**src/rtl/neuron_cfg_sequencer.sv**
```systemverilog
`default_nettype none
// ============================================================================
// Module  : neuron_cfg_sequencer
// Brief   : Framed, checksummed config loader for a spiking neuron, plus a
//           run enable and a divided delay tick for the delay lanes.
// Revision: 1.0 - initial release
// ============================================================================
module neuron_cfg_sequencer #(
   parameter int M         = 2,
   parameter int DELAY_DIV = 4
) (
   input  logic             clk,
   input  logic             reset,
   input  logic             run_en,
   input  logic             cfg_valid,
   input  logic [7:0]       cfg_data,
   output logic             cfg_ready,
   output logic             cfg_done,
   output logic             cfg_error,
   output logic [M*8-1:0]   weights,
   output logic [7:0]       threshold,
   output logic [7:0]       decay,
   output logic [7:0]       refractory_period,
   output logic [M*3-1:0]   delay_values,
   output logic [M-1:0]     delays,
   output logic             enable,
   output logic             delay_clk
);

   localparam int               c_p        = 2*M + 3;
   localparam int               c_cnt_w    = $clog2(c_p + 1);
   localparam logic [c_cnt_w-1:0] c_last   = c_cnt_w'(c_p - 1);
   localparam logic [7:0]       c_header   = 8'hA5;
   localparam logic [7:0]       c_div_last = 8'(DELAY_DIV - 1);

   typedef enum logic [1:0] {
      S_IDLE    = 2'd0,
      S_PAYLOAD = 2'd1,
      S_CHECK   = 2'd2,
      S_COMMIT  = 2'd3
   } state_t;

   state_t               r_state;
   state_t               w_next;
   logic                 w_accept;
   logic [c_cnt_w-1:0]   r_byte_cnt;
   logic [7:0]           r_csum;
   logic [7:0]           r_shadow [c_p];
   logic                 r_loaded;
   logic                 r_done;
   logic                 r_error;
   logic [M*8-1:0]       r_weights;
   logic [7:0]           r_threshold;
   logic [7:0]           r_decay;
   logic [7:0]           r_refractory;
   logic [M*3-1:0]       r_delay_values;
   logic [M-1:0]         r_delays;
   logic                 r_enable;
   logic                 w_enable_next;
   logic [7:0]           r_tick;
   logic                 r_delay_clk;

   assign w_accept      = cfg_valid & cfg_ready;
   assign w_enable_next = run_en & r_loaded;

   always_comb begin
      w_next    = r_state;
      cfg_ready = (r_state != S_COMMIT);
      case (r_state)
         S_IDLE:    if (w_accept && cfg_data == c_header) w_next = S_PAYLOAD;
         S_PAYLOAD: if (w_accept && r_byte_cnt == c_last) w_next = S_CHECK;
         S_CHECK:   if (w_accept) w_next = (cfg_data == r_csum) ? S_COMMIT : S_IDLE;
         S_COMMIT:  w_next = S_IDLE;
         default:   w_next = S_IDLE;
      endcase
   end

   always_ff @(posedge clk) begin
      if (reset) r_state <= S_IDLE;
      else       r_state <= w_next;
   end

   // Frame capture: shadow bank and running checksum
   always_ff @(posedge clk) begin
      if (reset) begin
         r_byte_cnt <= '0;
         r_csum     <= '0;
         r_error    <= 1'b0;
         for (int i = 0; i < c_p; i++) r_shadow[i] <= '0;
      end else begin
         r_error <= 1'b0;
         if (r_state == S_IDLE && w_accept && cfg_data == c_header) begin
            r_byte_cnt <= '0;
            r_csum     <= '0;
         end else if (r_state == S_PAYLOAD && w_accept) begin
            r_shadow[r_byte_cnt] <= cfg_data;
            r_csum               <= r_csum ^ cfg_data;
            r_byte_cnt           <= r_byte_cnt + 1'b1;
         end else if (r_state == S_CHECK && w_accept && cfg_data != r_csum) begin
            r_error <= 1'b1;
         end
      end
   end

   // Atomic load of every active parameter on the closing edge of COMMIT
   always_ff @(posedge clk) begin
      if (reset) begin
         r_weights      <= '0;
         r_threshold    <= 8'hFF;
         r_decay        <= '0;
         r_refractory   <= '0;
         r_delay_values <= '0;
         r_delays       <= '0;
         r_loaded       <= 1'b0;
         r_done         <= 1'b0;
      end else begin
         r_done <= (r_state == S_COMMIT);
         if (r_state == S_COMMIT) begin
            for (int i = 0; i < M; i++) begin
               r_weights[i*8 +: 8]      <= r_shadow[i];
               r_delay_values[i*3 +: 3] <= r_shadow[M+3+i][2:0];
               r_delays[i]              <= r_shadow[M+3+i][3];
            end
            r_threshold  <= r_shadow[M];
            r_decay      <= r_shadow[M+1];
            r_refractory <= r_shadow[M+2];
            r_loaded     <= 1'b1;
         end
      end
   end

   // Tick counter is cleared on the edge enable falls so delay_clk drops with it
   always_ff @(posedge clk) begin
      if (reset) begin
         r_enable    <= 1'b0;
         r_tick      <= '0;
         r_delay_clk <= 1'b0;
      end else begin
         r_enable <= w_enable_next;
         if (!r_enable || !w_enable_next) begin
            r_tick      <= '0;
            r_delay_clk <= 1'b0;
         end else if (r_tick == c_div_last) begin
            r_tick      <= '0;
            r_delay_clk <= 1'b1;
         end else begin
            r_tick      <= r_tick + 8'd1;
            r_delay_clk <= 1'b0;
         end
      end
   end

   assign cfg_done          = r_done;
   assign cfg_error         = r_error;
   assign weights           = r_weights;
   assign threshold         = r_threshold;
   assign decay             = r_decay;
   assign refractory_period = r_refractory;
   assign delay_values      = r_delay_values;
   assign delays            = r_delays;
   assign enable            = r_enable;
   assign delay_clk         = r_delay_clk;

endmodule
`default_nettype wire

```
**config.mk**
```make
export PLATFORM = sky130hd
export DESIGN_NAME = neuron_cfg_sequencer
export DESIGN_NICKNAME = d
export VERILOG_FILES = /design/src/rtl/neuron_cfg_sequencer.sv
export SDC_FILE = /design/constraint.sdc
export NUM_CORES = 1
export LEC_CHECK = 0
export ABC_CLOCK_PERIOD_IN_PS = 2600
export CORE_MARGIN = 8
export CORE_UTILIZATION = 35
export DETAILED_ROUTE_END_ITERATION = 8
export PLACE_DENSITY = 0.55
export SKIP_LAST_GASP = 1
export SYNTH_ARGS = -nofsm -noshare
export SYNTH_HDL_FRONTEND = slang
export SYNTH_SLANG_ARGS = --single-unit
export TNS_END_PERCENT = 10
```
**constraint.sdc**
```tcl
create_clock -name clk -period 2.6 [get_ports clk]
set_clock_uncertainty 0.1 [all_clocks]
set_input_delay 0.52 -clock clk [delete_from_list [all_inputs] [get_ports clk]]
set_output_delay 0.52 -clock clk [all_outputs]
set_load 0.005 [all_outputs]
```
* After elaboration in Yosys (flattened, before gate mapping)
Memories as Yosys holds them, arrays and structs flattened. A register that Yosys moved wholly into a read port is not among the register bits. Index checks and enable logic that the tools add are counted.
Word-level totals: register bits 26, bits in latches 0, memory bits (writable) 56, ROM bits 0, input port bits 12, output and inout bits 53, logic and storage cells 60, memories 1
Operators by class: $add $sub $neg 2, multipliers 0, divide/modulo/power cells 0, $lt $le $gt $ge 0, equality and inequality tests 12, shift operators 0, multiplexer cells 16, bitwise logic cells 3, reductions and logical operators 17
Memory list:
- r_shadow | depth 7, width 8, read ports 7, clocked after memory_dff 7, write ports 7, line 48 | logic [7:0] r_shadow [c_p];
Operator list (number):
- 1-bit two-way mux | 9
- 8-bit by 1-bit adder with 8-bit output, second input constant | 1
- 8-bit by 2-bit equality test with 1-bit output, second input constant | 1
- 8-bit equality test | 1
- 8-bit equality test, second input constant | 1
- 2-bit two-way mux | 4
- 8-bit two-way mux | 1
- 2-bit inequality test, second input constant | 4
- 8-bit inequality test | 1
- 2-bit one-hot mux with 4 select lines | 1
- 8-bit OR reduction | 1
- 8-bit XOR | 1
- 1-bit logical AND | 7
- 3-bit OR reduction | 2
- 2-bit equality test, second input constant | 2
- 2-bit OR reduction | 2
- 3-bit by 1-bit adder with 3-bit output, second input constant | 1
- 3-bit equality test, second input constant | 1
- 3-bit two-way mux | 1
- 3-bit AND reduction | 1
- 1-bit AND | 2
- 2-bit by 1-bit equality test with 1-bit output, second input constant | 1
- 1-bit logical NOT | 2
- 2-bit logical NOT | 1
- 1-bit logical OR | 1

* Logic depth before layout (Yosys ltp)
depth in word-level cells 9, mapped depth 6, depth with buffers taken out 5

* Least setup slack after synthesis
Ideal clock, no wire load.
path type input to register, from in cfg_valid, to mem r_shadow[1][0], enable pin, arrival time 1.614 ns, required time 2.166 ns, setup slack 0.552 ns, cell stages on the path 6, cell sequence and3b_1 > buf_2 > nand2_1 > or4_1 > buf_2 > nand2b_1
RTL lines:
- start, declared | line 15 | input logic cfg_valid,
- end, declared | line 48

* Worst setup path after layout
from reg r_state[0], to out cfg_ready
Between the ends: word-level cells in the longest chain between the ends 1
Ends and longest elaborated chain:
- start, declared | line 43 | state_t r_state;
- start signal, assigned | line 80 | else r_state <= w_next;
- 2-bit inequality test | line 68 | cfg_ready = (r_state != S_COMMIT);
- end, declared | line 17 | output logic cfg_ready,
Every way passes these cells.

==> summary.md <==
| Metric | Value |
|---|---|
| Worst reg2reg startpoint | `r_state[0]` |
| Slew headroom | `66.8%` |
| Final ANT Viol Nets | `0` |
| CP required | `1.98 ns` |
| CTS Buf Count | `17` |
| DRC viols | `0` |
| Clk pin slew, worst setup/hold paths | `0.05 ns` |
| Pre-CTS setup slack | `0.0226 ns` |
| Pleak | `2.17 nW` |
| RSZ-0062 raised after global routing | `false` |
| CTS tree | `yes` |
| Final-stage net count | `554` |
| Clk_lat worst skew | `0.41 ns` |
| Core Rows | `42` |
| First-iteration detailed-routing DRC count | `189` |
| Register area share after synthesis | `62.2%` |
| WL/cell | `14.1 um` |
| Critical Path Start | `r_state[0]` |
| Setup crit end kind | `primary output` |
| Hold wc startpoint | `delay_values[1]` |
| Fin. max-slew vios | `0` |
| Syn avg cell area | `9.90 um^2` |
| Total Neg Setup Slack | `0 ns` |
| Startpoint types | `register` |
| Yosys warnings | `0` |
| Int Power | `3.46 mW` |
| Max Clock Freq | `446 MHz` |
| Fillers | `1229` |
| Status | `complete, no violations` |
| Routed vias | `3381` |
| Drt via density | `4.64` |
| H-Tree Depth | `4` |
| Critical-path cell list | `and2_2 -> inv_2 -> clkdlybuf4s50_1` |
| Finished Layout Cells | `728` |
| Layout Area Growth over Synthesis | `30.7%` |
| Final setup fails | `0` |
| Reg2reg path depth | `4` |
| Syn Nets | `483` |
| Die area | `17200 um^2` |
| I/O Buffers | `64` |
| Number of global-route vias before repair | `3373` |
| Final worst-path cycle share | `86.2%` |
| Grt total ovfl | `0` |
| Max Cap Viol | `0` |
| Hold Path Sink | `delay_values[1]` |
| Largest net degree at the start of global routing | `50` |
| Clk sink count | `122` |
| Yosys cell types | `42` |
| Synthesized area | `4630 um^2` |
| GPL Wtd Cong | `0.774` |
| VDD IR max | `0.365 mV` |
| Share of layout cells above drive strength 1 | `9.96%` |
| TritonRoute pass-1 iters | `4` |
| Post-layout min period | `2.24 ns` |
| Post-route setup slack | `0.360 ns` |
| DIE HEIGHT | `131 um` |
| Worst reg2reg path endpoint | `r_shadow[1][6]` |
| Starting Density | `35.4%` |
| Switching pwr | `0.876 mW` |
| # diodes | `0` |
| CP max FO | `9` |
| Switch share | `20.2%` |
| Max clock buf depth | `2` |
| Arrival time at the worst endpoint | `1.62 ns` |
| Slowest stage delay, CP | `0.48 ns` |
| Die span in x | `131 um` |
| Slowest CP cell | `dfxtp_1` |
| Clock network power share | `51.7%` |
| Fin util | `46.3%` |
| Commonest non-fill, non-tap cell in the layout | `nand2_1` |
| Final Hold Viols | `0` |
| Root Driver | `clkbuf_16` |
| HP Class | `register to register` |
| Worst setup path class | `register to primary output` |
| Hold slack final | `0.354 ns` |
| Global-route wire length before repair | `16800 um` |
| Post-CTS setup buffer count | `0` |
| Core ar. | `13100 um^2` |
| CTS Hold Bufs | `0` |
| Comb power frac | `2.0%` |
| Post-DP HPWL | `7120 um` |
| Number of synthesized register bits | `122` |
| Setup slack, reg-to-reg | `0.61 ns` |
| Initial antenna violation count | `0` |
| Most frequent cells in the layout | `nand2_1 (117), dfxtp_1 (78), clkdlybuf4s50_1 (63)` |
| Final Routed Wirelength | `10300 um` |
| Slew @ Worst Pin | `0.498 ns` |
| # IOs | `65` |
| Sequential fraction of design power | `46.3%` |
| PwrDens | `716 nW/um^2` |
| Worst hold path stage count | `2` |
| Post-CTS sizing | `0` |
| Gr usage total | `12.9%` |
| Cell count after synthesis | `468` |
| Placed Cells | `696` |
==> synthesized netlist by cell type <==
master,number,area (um^2)
a211oi_1,1,7.51
a21boi_0,1,7.51
a21oi_1,40,200
a311oi_1,1,8.76
a41o_1,1,10.0
and2_1,8,50.1
and2_2,2,15.0
and3_1,2,12.5
and3b_1,2,17.5
and4_1,2,17.5
and4bb_2,2,25.0
buf_1,1,3.75
buf_2,8,40.0
buf_6,1,11.3
clkbuf_1,17,63.8
dfxtp_1,78,1560
edfxtp_1,44,1320
ha_1,3,37.5
inv_1,8,30.0
inv_2,1,3.75
mux2i_1,4,40.0
nand2_1,117,439
nand2b_1,4,25.0
nand3_1,8,40.0
nand3b_1,8,60.1
nand4_1,1,6.26
nand4b_1,2,17.5
nor2_1,62,233
nor3_1,1,5.00
nor4_1,3,18.8
nor4_2,1,12.5
nor4b_1,1,8.76
o211ai_1,1,7.51
o21ai_0,1,5.00
or2_1,1,6.26
or2_2,1,6.26
or2b_2,1,8.76
or4_1,2,15.0
or4b_2,1,10.0
or4b_4,1,13.8
xnor2_1,2,17.5
xor2_1,22,193
==> power by group through the flow <==
stage	clock network (mW)	registers, mW	logic, mW
finish	2.24	2.01	0.0870
global route	2.38	2.01	0.0950
CTS	2.28	2.01	0.0880
detailed placement	0	2.05	0.0876
global placement	0	2.05	0.0866
floorplan	0	2.04	0.0408
==> cell type report <==
| type | instances | area (um^2) | share of cell area [%] |
|---|---|---|---|
| sequential | 122 | 2880 | 47.6 |
| multi-input combinational | 310 | 1600 | 26.4 |
| timing repair buffer | 79 | 748 | 12.4 |
| clock buffer | 20 | 447 | 7.38 |
| tap | 176 | 220 | 3.64 |
| clock inverter | 12 | 125 | 2.07 |
| inverter | 9 | 33.8 | 0.558 |
==> flip-flops by register name (all words and copies together) (netlist names), 2 cells and up <==
| name | cells |
|---|---|
| refractory_period | 8 |
| decay | 8 |
| r_byte_cnt | 3 |
| delay_values | 6 |
| weights | 16 |
| r_csum | 8 |
| delays | 2 |
| threshold | 8 |
| r_state | 2 |
| r_shadow | 48 |
| r_tick | 8 |
==> cells by family (layout without fill, tap and decap cells) <==
family | count (synthesis) | after routing | synth area share [%]
compound gates | 46 | 46 | 5.32
xor+xnor | 24 | 24 | 4.54
fa+ha+maj | 3 | 3 | 0.810
simple gates | 233 | 233 | 23.0
flops | 122 | 122 | 62.2
mux | 4 | 4 | 0.864
buf+inv | 36 | 120 | 3.29
==> through the flow <==
step	power, mW	area [um^2]
2_1_floorplan	2.08	4630
3_3_place_gp	2.13	5480
3_5_place_dp	2.13	5480
4_1_cts	4.37	6050
5_1_grt	4.48	6050
6_report	4.33	6050
==> worst max-delay path by stage <==
stage | depth (start not counted) | to | slack [ns]
floorplan | 6 | r_shadow[1][0] | 0.55
global placement | 5 | r_shadow[1][2] | 0.08
detailed placement | 5 | r_shadow[1][4] | 0.02
CTS | 3 | cfg_ready | 0.36
global route | 3 | cfg_ready | 0.32
finish | 3 | cfg_ready | 0.36
==> layer usage <==
metal  track usage (%)  routed length (um)
met1              15.9                4660
met2              20.1                4930
met3              4.37                 564
met4              5.40                 146
met5                 0                   0
==> worst max-delay path, delay by kind of cell, from the launching register on <==
kind / cells / cell delay (ns)
flops: 1 / 0.48
simple gates: 1 / 0.25
buf+inv: 2 / 0.48
No activity file was read; power rests on OpenSTA's default activity.
